==> src/rtl/ad7680_sample_sched.sv <==
// AD7680 sample scheduler: periodic/software requests, RD_PULSE-wide conversion triggers, timeout.
// Define AD7680_SCHED_AVG_EN to average 2^cfg_avg_log2 samples per burst; otherwise one raw sample.
module ad7680_sample_sched #(
   parameter int unsigned RD_PULSE    = 4,
   parameter int unsigned TIMEOUT_CYC = 4096
) (
   input  logic        clk,
   input  logic        rst,
   input  logic        enable,
   input  logic [23:0] cfg_period,
   input  logic [2:0]  cfg_avg_log2,
   input  logic        sw_req,
   output logic        adc_rd_en,
   input  logic        adc_data_en,
   input  logic [15:0] adc_data,
   output logic        result_valid,
   output logic [15:0] result,
   output logic        result_src,
   output logic        busy,
   output logic        timeout_err,
   input  logic        timeout_clr
);

   localparam int unsigned PulseW = $clog2(RD_PULSE + 1);
   localparam int unsigned WaitW  = $clog2(TIMEOUT_CYC + 1);

   typedef enum logic [2:0] {StIdle, StTrig, StWait, StAcc, StDone} state_e;

   state_e              state_q;
   logic [23:0]         per_cnt_q;
   logic                pend_per_q;
   logic                pend_sw_q;
   logic                src_q;
   logic [PulseW-1:0]   pulse_cnt_q;
   logic [WaitW-1:0]    wait_cnt_q;
   logic [15:0]         sample_q;

   logic                per_run;
   logic                per_tick;
   logic                last_smp;
   logic [15:0]         avg_out;

   // >= keeps the counter bounded if cfg_period shrinks below the current count
   assign per_run  = enable && (cfg_period != 24'd0);
   assign per_tick = per_run && (per_cnt_q >= cfg_period - 24'd1);

`ifdef AD7680_SCHED_AVG_EN
   logic [22:0] acc_q;
   logic [7:0]  cnt_q;
   logic [2:0]  log2_q;
   logic [22:0] acc_sum;
   logic [7:0]  cnt_inc;

   assign acc_sum  = acc_q + {7'd0, sample_q};
   assign cnt_inc  = cnt_q + 8'd1;
   assign last_smp = (cnt_inc >= (8'd1 << log2_q));
   assign avg_out  = 16'(acc_sum >> log2_q);
`else
   logic unused_cfg;

   assign unused_cfg = ^cfg_avg_log2;
   assign last_smp   = 1'b1;
   assign avg_out    = sample_q;
`endif

   always_ff @(posedge clk) begin
      if (rst) begin
         state_q      <= StIdle;
         per_cnt_q    <= '0;
         pend_per_q   <= 1'b0;
         pend_sw_q    <= 1'b0;
         src_q        <= 1'b0;
         pulse_cnt_q  <= '0;
         wait_cnt_q   <= '0;
         sample_q     <= '0;
         adc_rd_en    <= 1'b0;
         result_valid <= 1'b0;
         result       <= '0;
         result_src   <= 1'b0;
         busy         <= 1'b0;
         timeout_err  <= 1'b0;
`ifdef AD7680_SCHED_AVG_EN
         acc_q        <= '0;
         cnt_q        <= '0;
         log2_q       <= '0;
`endif
      end else begin
         result_valid <= 1'b0;

         if (!per_run || per_tick) per_cnt_q <= '0;
         else                      per_cnt_q <= per_cnt_q + 24'd1;

         if (!per_run)      pend_per_q <= 1'b0;
         else if (per_tick) pend_per_q <= 1'b1;
         if (sw_req)        pend_sw_q  <= 1'b1;

         // a timeout raised below overrides a simultaneous clear
         if (timeout_clr) timeout_err <= 1'b0;

         case (state_q)
            StIdle: begin
               if (pend_sw_q || pend_per_q) begin
                  state_q <= StTrig;
                  busy    <= 1'b1;
                  if (pend_sw_q) begin
                     pend_sw_q <= 1'b0;
                     src_q     <= 1'b1;
                  end else begin
                     pend_per_q <= 1'b0;
                     src_q      <= 1'b0;
                  end
`ifdef AD7680_SCHED_AVG_EN
                  log2_q <= cfg_avg_log2;
`endif
               end
            end
            // first TRIG cycle stays low, guaranteeing a 3-cycle low gap between pulses
            StTrig: begin
               if (!adc_rd_en) begin
                  adc_rd_en   <= 1'b1;
                  pulse_cnt_q <= '0;
               end else if (pulse_cnt_q == PulseW'(RD_PULSE - 1)) begin
                  adc_rd_en  <= 1'b0;
                  wait_cnt_q <= '0;
                  state_q    <= StWait;
               end else begin
                  pulse_cnt_q <= pulse_cnt_q + 1'b1;
               end
            end
            StWait: begin
               if (adc_data_en) begin
                  sample_q <= adc_data;
                  state_q  <= StAcc;
               end else if (wait_cnt_q == WaitW'(TIMEOUT_CYC - 1)) begin
                  timeout_err <= 1'b1;
                  state_q     <= StIdle;
                  busy        <= 1'b0;
`ifdef AD7680_SCHED_AVG_EN
                  acc_q       <= '0;
                  cnt_q       <= '0;
`endif
               end else begin
                  wait_cnt_q <= wait_cnt_q + 1'b1;
               end
            end
            StAcc: begin
`ifdef AD7680_SCHED_AVG_EN
               acc_q <= acc_sum;
               cnt_q <= cnt_inc;
`endif
               if (last_smp) begin
                  result       <= avg_out;
                  result_src   <= src_q;
                  result_valid <= 1'b1;
                  state_q      <= StDone;
               end else begin
                  state_q <= StTrig;
               end
            end
            StDone: begin
               state_q <= StIdle;
               busy    <= 1'b0;
`ifdef AD7680_SCHED_AVG_EN
               acc_q   <= '0;
               cnt_q   <= '0;
`endif
            end
            default: begin
               state_q   <= StIdle;
               busy      <= 1'b0;
               adc_rd_en <= 1'b0;
            end
         endcase
      end
   end

endmodule
==> config.mk <==
export PLATFORM = sky130hd
export DESIGN_NAME = ad7680_sample_sched
export DESIGN_NICKNAME = d
export VERILOG_FILES = /design/src/rtl/ad7680_sample_sched.sv
export SDC_FILE = /design/constraint.sdc
export NUM_CORES = 1
export LEC_CHECK = 0
export ABC_AREA = 1
export BUFFER_PORTS_ARGS = -buffer_cell sky130_fd_sc_hd__buf_2
export CORE_ASPECT_RATIO = 1.1
export CORE_MARGIN = 4
export CORE_UTILIZATION = 30
export CTS_BUF_LIST = sky130_fd_sc_hd__clkbuf_4
export CTS_CLUSTER_SIZE = 28
export DETAILED_ROUTE_END_ITERATION = 7
export PLACE_DENSITY_LB_ADDON = 0.25
export SLEW_MARGIN = 15
export SYNTH_ARGS = -nofsm -noshare
export SYNTH_HDL_FRONTEND = slang
export SYNTH_SLANG_ARGS = --single-unit
==> constraint.sdc <==
create_clock -name clk -period 4.3 [get_ports clk]
set_input_delay 1.29 -clock clk [delete_from_list [all_inputs] [get_ports clk]]
set_output_delay 1.29 -clock clk [all_outputs]
set_load 0.02 [all_outputs]
After elaboration in Yosys (flattened, before gate mapping)
Index checks and enable logic that the tools add are counted.

operators by class
  $add $sub $neg = 4
  order comparisons = 1
  equal/unequal tests = 14
  multiplexer cells = 35
  bitwise logic cells = 1
  reduce and logical (&&, ||, !) cells = 17

operator list
  operator               number
  $mux 13                4
  $pmux 13 s2            1
  $add 24x1->24 const B  1
  $ge 24x24->1           1
  $reduce_bool 24->1     1
  $sub 24x1->24 const B  1
  $mux 3                 7
  $mux 1                 20
  $ne 2x2->1 const B     7
  $add 13x1->13 const B  1
  $eq 13x12->1 const B   1
  $pmux 3 s4             1
  $eq 3x2->1 const B     3
  $reduce_and 4->1       2
  $reduce_and 2->1       3
  $reduce_and 5->1       1
  $reduce_or 2->1        2
  $reduce_or 4->1        1
  $add 3x1->3 const B    1
  $eq 3x1->1 const B     1
  $eq 3x3->1 const B     1
  $logic_not 3->1        1
  $ne 3x3->1 const B     1
  $pmux 1 s3             1
  other kinds (6)        8

storage, ports and cells
  flip-flop bits (word level) = 83
  input port bits = 49
  output and inout bits = 21

Depth between registers and ports, before layout
  depth after elaboration = 8
  mapped depth = 18

Least setup slack after synthesis
Ideal clock, no wire load.

  path type = in2reg
  start = input cfg_period[2]
  end = register per_cnt_q[6]
  arrival = 3.413 ns
  slack = 0.823 ns
  stages on the path = 16
  path buffers = 1
  cell sequence = nor2_1 > nand2_1 > nor2_1 > nand4_1 > nor2_1 > nand3_1 > xor2_1 > ha_1 > a21oi_1 > nor2_1 > nor2_1 > nand2_1 > a21oi_1 > nand4_2 > buf_6 > nor2_1

between the ends
  cells in the longest elaborated chain, start to end = 5
  elaborated cells between the ends (all ways) = 8
  classes of those cells = 1 x add/sub; 1 x order compare; 6 x reduce/logical

ends and longest elaborated chain
  what                                                  RTL line  source
  start, declared                                       10        input logic [23:0] cfg_period,
  $sub 24x1->24 or $reduce_bool 24->1 (tied branches)   45, 44
  $ge 24x24->1 or $logic_and 1x1->1 (tied branches)     45, 44
  $logic_and 1x1->1 or $logic_not 1->1 (tied branches)  -
  $logic_or 1x1->1 (*)                                  90        if (!per_run || per_tick) per_cnt_q <= '0;
  $reduce_or 2->1 (no line) (*)                         -
  end signal, assigned                                  91        else per_cnt_q <= per_cnt_q + 24'd1;
  end, declared                                         30        logic [23:0] per_cnt_q;

Every way passes the cells marked *; elsewhere a longest branch is shown, timed or not.
A chain may end at the register's enable or synchronous reset.

Worst setup path after layout
  start = input cfg_period[3]
  end = register per_cnt_q[3]

The elaborated chain is that of the path after synthesis.

==> results.toml <==
[run_status]
status = "finished clean"

[placement]
place_ws_ps = 373
place.gp.congestion = 0.811
dp_hpwl_um = 8520
port_buffers = 66

[clock_network]
insertion_delay_ps = 440
path_clk_slew_ps = 140
post-cts-setup-buffers = 0
clock_path_buffers = 2
cts_buffers = 9
cts_tree = "done"
clock_sinks = 83
ctsResizeCount = 0
htree_levels = 3
postCtsHoldBufs = 0
cts_root_buf = "clkbuf_4"

[layout]
final_cell_mix = "173 x nor2_1, 125 x nand2_1, 83 x dfxtp_1"
fill_cells = 1825
mostFrequentLayoutCell = "nor2_1"
area_growth_pct = 13.9
final_net_count = 845
ff_latch_area_um2 = 1660
drive_gt1_share_pct = 15.9
multi_input_area_um2 = 2850

[yosys]
yosys.area_share.simple_pct = 33.0
ys_warn_count = 0
async_flop_share_pct = 0
ys_types = 40
synthCells = 698
ys_seq_area_share_pct = 34.0
synthAdderAreaFrac_pct = 7.43
yosysTopAreaCell = "dfxtp_1"
synth_compound_area_share_pct = 8.82
synth.top_cell.area_share_pct = 34.0
ys.flop_type = "dfxtp_1"
ys_seq_elements = 83
synth.area.top_cells = "dfxtp_1 34%, nor2_1 13%, nand2_1 9.6%, ha_1 7.4%, xor2_1 5.4%"
synthXorXnorAreaFrac_pct = 9.15
synth_top_family_by_area = "simple AND/OR/NAND/NOR gates"
synth_edf_count = 0
syn_area_um2 = 4880
syn_nets = 776
synthMuxAreaShare_pct = 0
syn_area_per_cell_um2 = 6.99

[die]
start_util_pct = 30.8
die_h_um = 142
io_pins = 70
rows = 48
die_w_um = 130
dieArea_um2 = 18400
core-area_um2 = 15900

[setup_path]
crit_arrival_ps = 3750
worstSetupEndpointType = "flop"
reg2reg_from = "state_q[1]"
crit_start = "cfg_period[3]"
cp-start-kind = "input pin"
crit_path_max_fanout = 21
worst_ep_required_time_ps = 4680
critPathKind = "input pin to flop"

[sta]
hold_violations = 0
tns_ps = 0
maxSlewHeadroom_pct = 42.6
period_needed_ps = 3380
slew_violations = 0
max_freq_mhz = 296
timing.final.crit_share_pct = 78.5
setup_violations = 0
worstMarginPinSlew_ps = 860
grt_setup_unrepaired = "no"
worst_slack_ps = 924
clock_skew_ps = 18.3

[detailed_routing]
drtAntennaViolNets = 0
vias = 4361
first_iter_violations = 276
dr.pass1.iters = 5
vias_per_cell = 4.48
wl_um = 11200
wl_per_cell_um = 11.5
drc = 0

[run]
cap_viol_max_count = 0

[pwr]
pwr-share-clk_pct = 25.5
power_frac_comb_pct = 24.4
p_leak_nw = 2.37
power.density_nw_per_um2 = 311
ir_drop_uv = 128
pwr-share-seq_pct = 50.1
power.internal_mw = 1.10
swShare_pct = 36.5
p_switching_mw = 0.632

[global_route]
antenna_found_initial = 1
grt_pass1_vias = 4134
track_usage_pct = 12.6
grt_max_degree = 38
grt-ovfl-total = 0
grt_pass1_wl_um = 19100

[hold_path]
hold_start = "src_q"
hp-class = "flop to flop"
power by group through the flow:
stage / clock [mW] / combinational, mW / sequential [mW]
global placement: 0 / 0.427 / 0.884
CTS: 0.464 / 0.430 / 0.867
detailed placement: 0 / 0.429 / 0.884
floorplan: 0 / 0.322 / 0.894
finish: 0.441 / 0.422 / 0.866
global route: 0.492 / 0.494 / 0.877
layout make-up:
| type | instances | share of cell area, % |
|---|---|---|
| Antenna cell | 1 | 0.0450 |
| Clock buffer | 9 | 1.22 |
| Clock inverter | 7 | 1.06 |
| Inverter | 73 | 5.02 |
| Multi-Input combinational cell | 528 | 51.3 |
| Sequential cell | 83 | 29.9 |
| Tap cell | 200 | 4.50 |
| Timing Repair Buffer | 72 | 6.98 |
flip-flops by register name, indices dropped and copies added (netlist names):
| name | count |
|---|---|
| adc_rd_en | 1 |
| avg_out | 16 |
| busy | 1 |
| pend_per_q | 1 |
| pend_sw_q | 1 |
| per_cnt_q | 24 |
| pulse_cnt_q | 3 |
| result | 16 |
| result_src | 1 |
| result_valid | 1 |
| src_q | 1 |
| state_q | 3 |
| timeout_err | 1 |
| wait_cnt_q | 13 |
layer usage:
| metal | track usage [%] | vias up | share of wire (%) |
|---|---|---|---|
| met5 | 0 | - | 0 |
| met4 | 4.21 | 0 | 1.7 |
| met3 | 1.81 | 12 | 3.0 |
| met2 | 21.5 | 54 | 48 |
| met1 | 16.3 | 1936 | 47 |
| li1 | - | 2359 | - |
cells in the mapped netlist, types with 2 or more instances:
library cell,instances
a211oi_1,2
a21o_1,2
a21oi_1,20
a21oi_2,10
buf_6,3
clkbuf_1,8
clkinv_1,2
dfxtp_1,83
ha_1,29
inv_1,66
inv_2,4
nand2_1,125
nand2_2,5
nand2_4,3
nand3_1,23
nand4_1,16
nor2_1,173
nor2_2,4
nor2_4,2
nor3_1,12
nor3_2,2
o21ai_0,37
xnor2_1,21
xor2_1,30
cell families after synthesis:
group / Yosys count
AO/OA/AOI/OAI: 75
buffers and inverters: 87
XOR/XNOR: 51
AND/OR/NAND/NOR: 373
adder cells (fa/ha/maj): 29
flip-flops: 83
worst paths after layout:
path                                endpoint  slack (ps)  cells past startpoint
worst min-delay path                   src_q         470                      2
worst min register to register         src_q         470                      2
worst max-delay path            per_cnt_q[3]         920                     17
worst max register to register    result_src        2220                      6
critical path: stages:
cell and delay (ps):
buf_2 120, nor2_1 130, nand2_1 80, nor2_1 140, nand4_1 170, nor2_1 200
nand3_1 120, xor2_1 160, ha_1 290, a21oi_1 150, nor2_1 50, nor2_1 80
nand2_1 80, a21oi_1 200, nand4_2 190, buf_12 210, nor2_1 90
stage by stage:
step | utilization [%] | std cells | hold WS [ps] | power, mW | area [um^2]
floorplan | - | 698 | 429 | 1.22 | 4880
global placement | 34.3 | 956 | 447 | 1.31 | 5430
detailed placement | 34.3 | 956 | 452 | 1.31 | 5430
CTS | 35.1 | 972 | 471 | 1.76 | 5560
global route | 35.1 | 973 | 494 | 1.86 | 5560
finish | 35.1 | 973 | 474 | 1.73 | 5560
No activity file was read; power rests on OpenSTA's default activity.
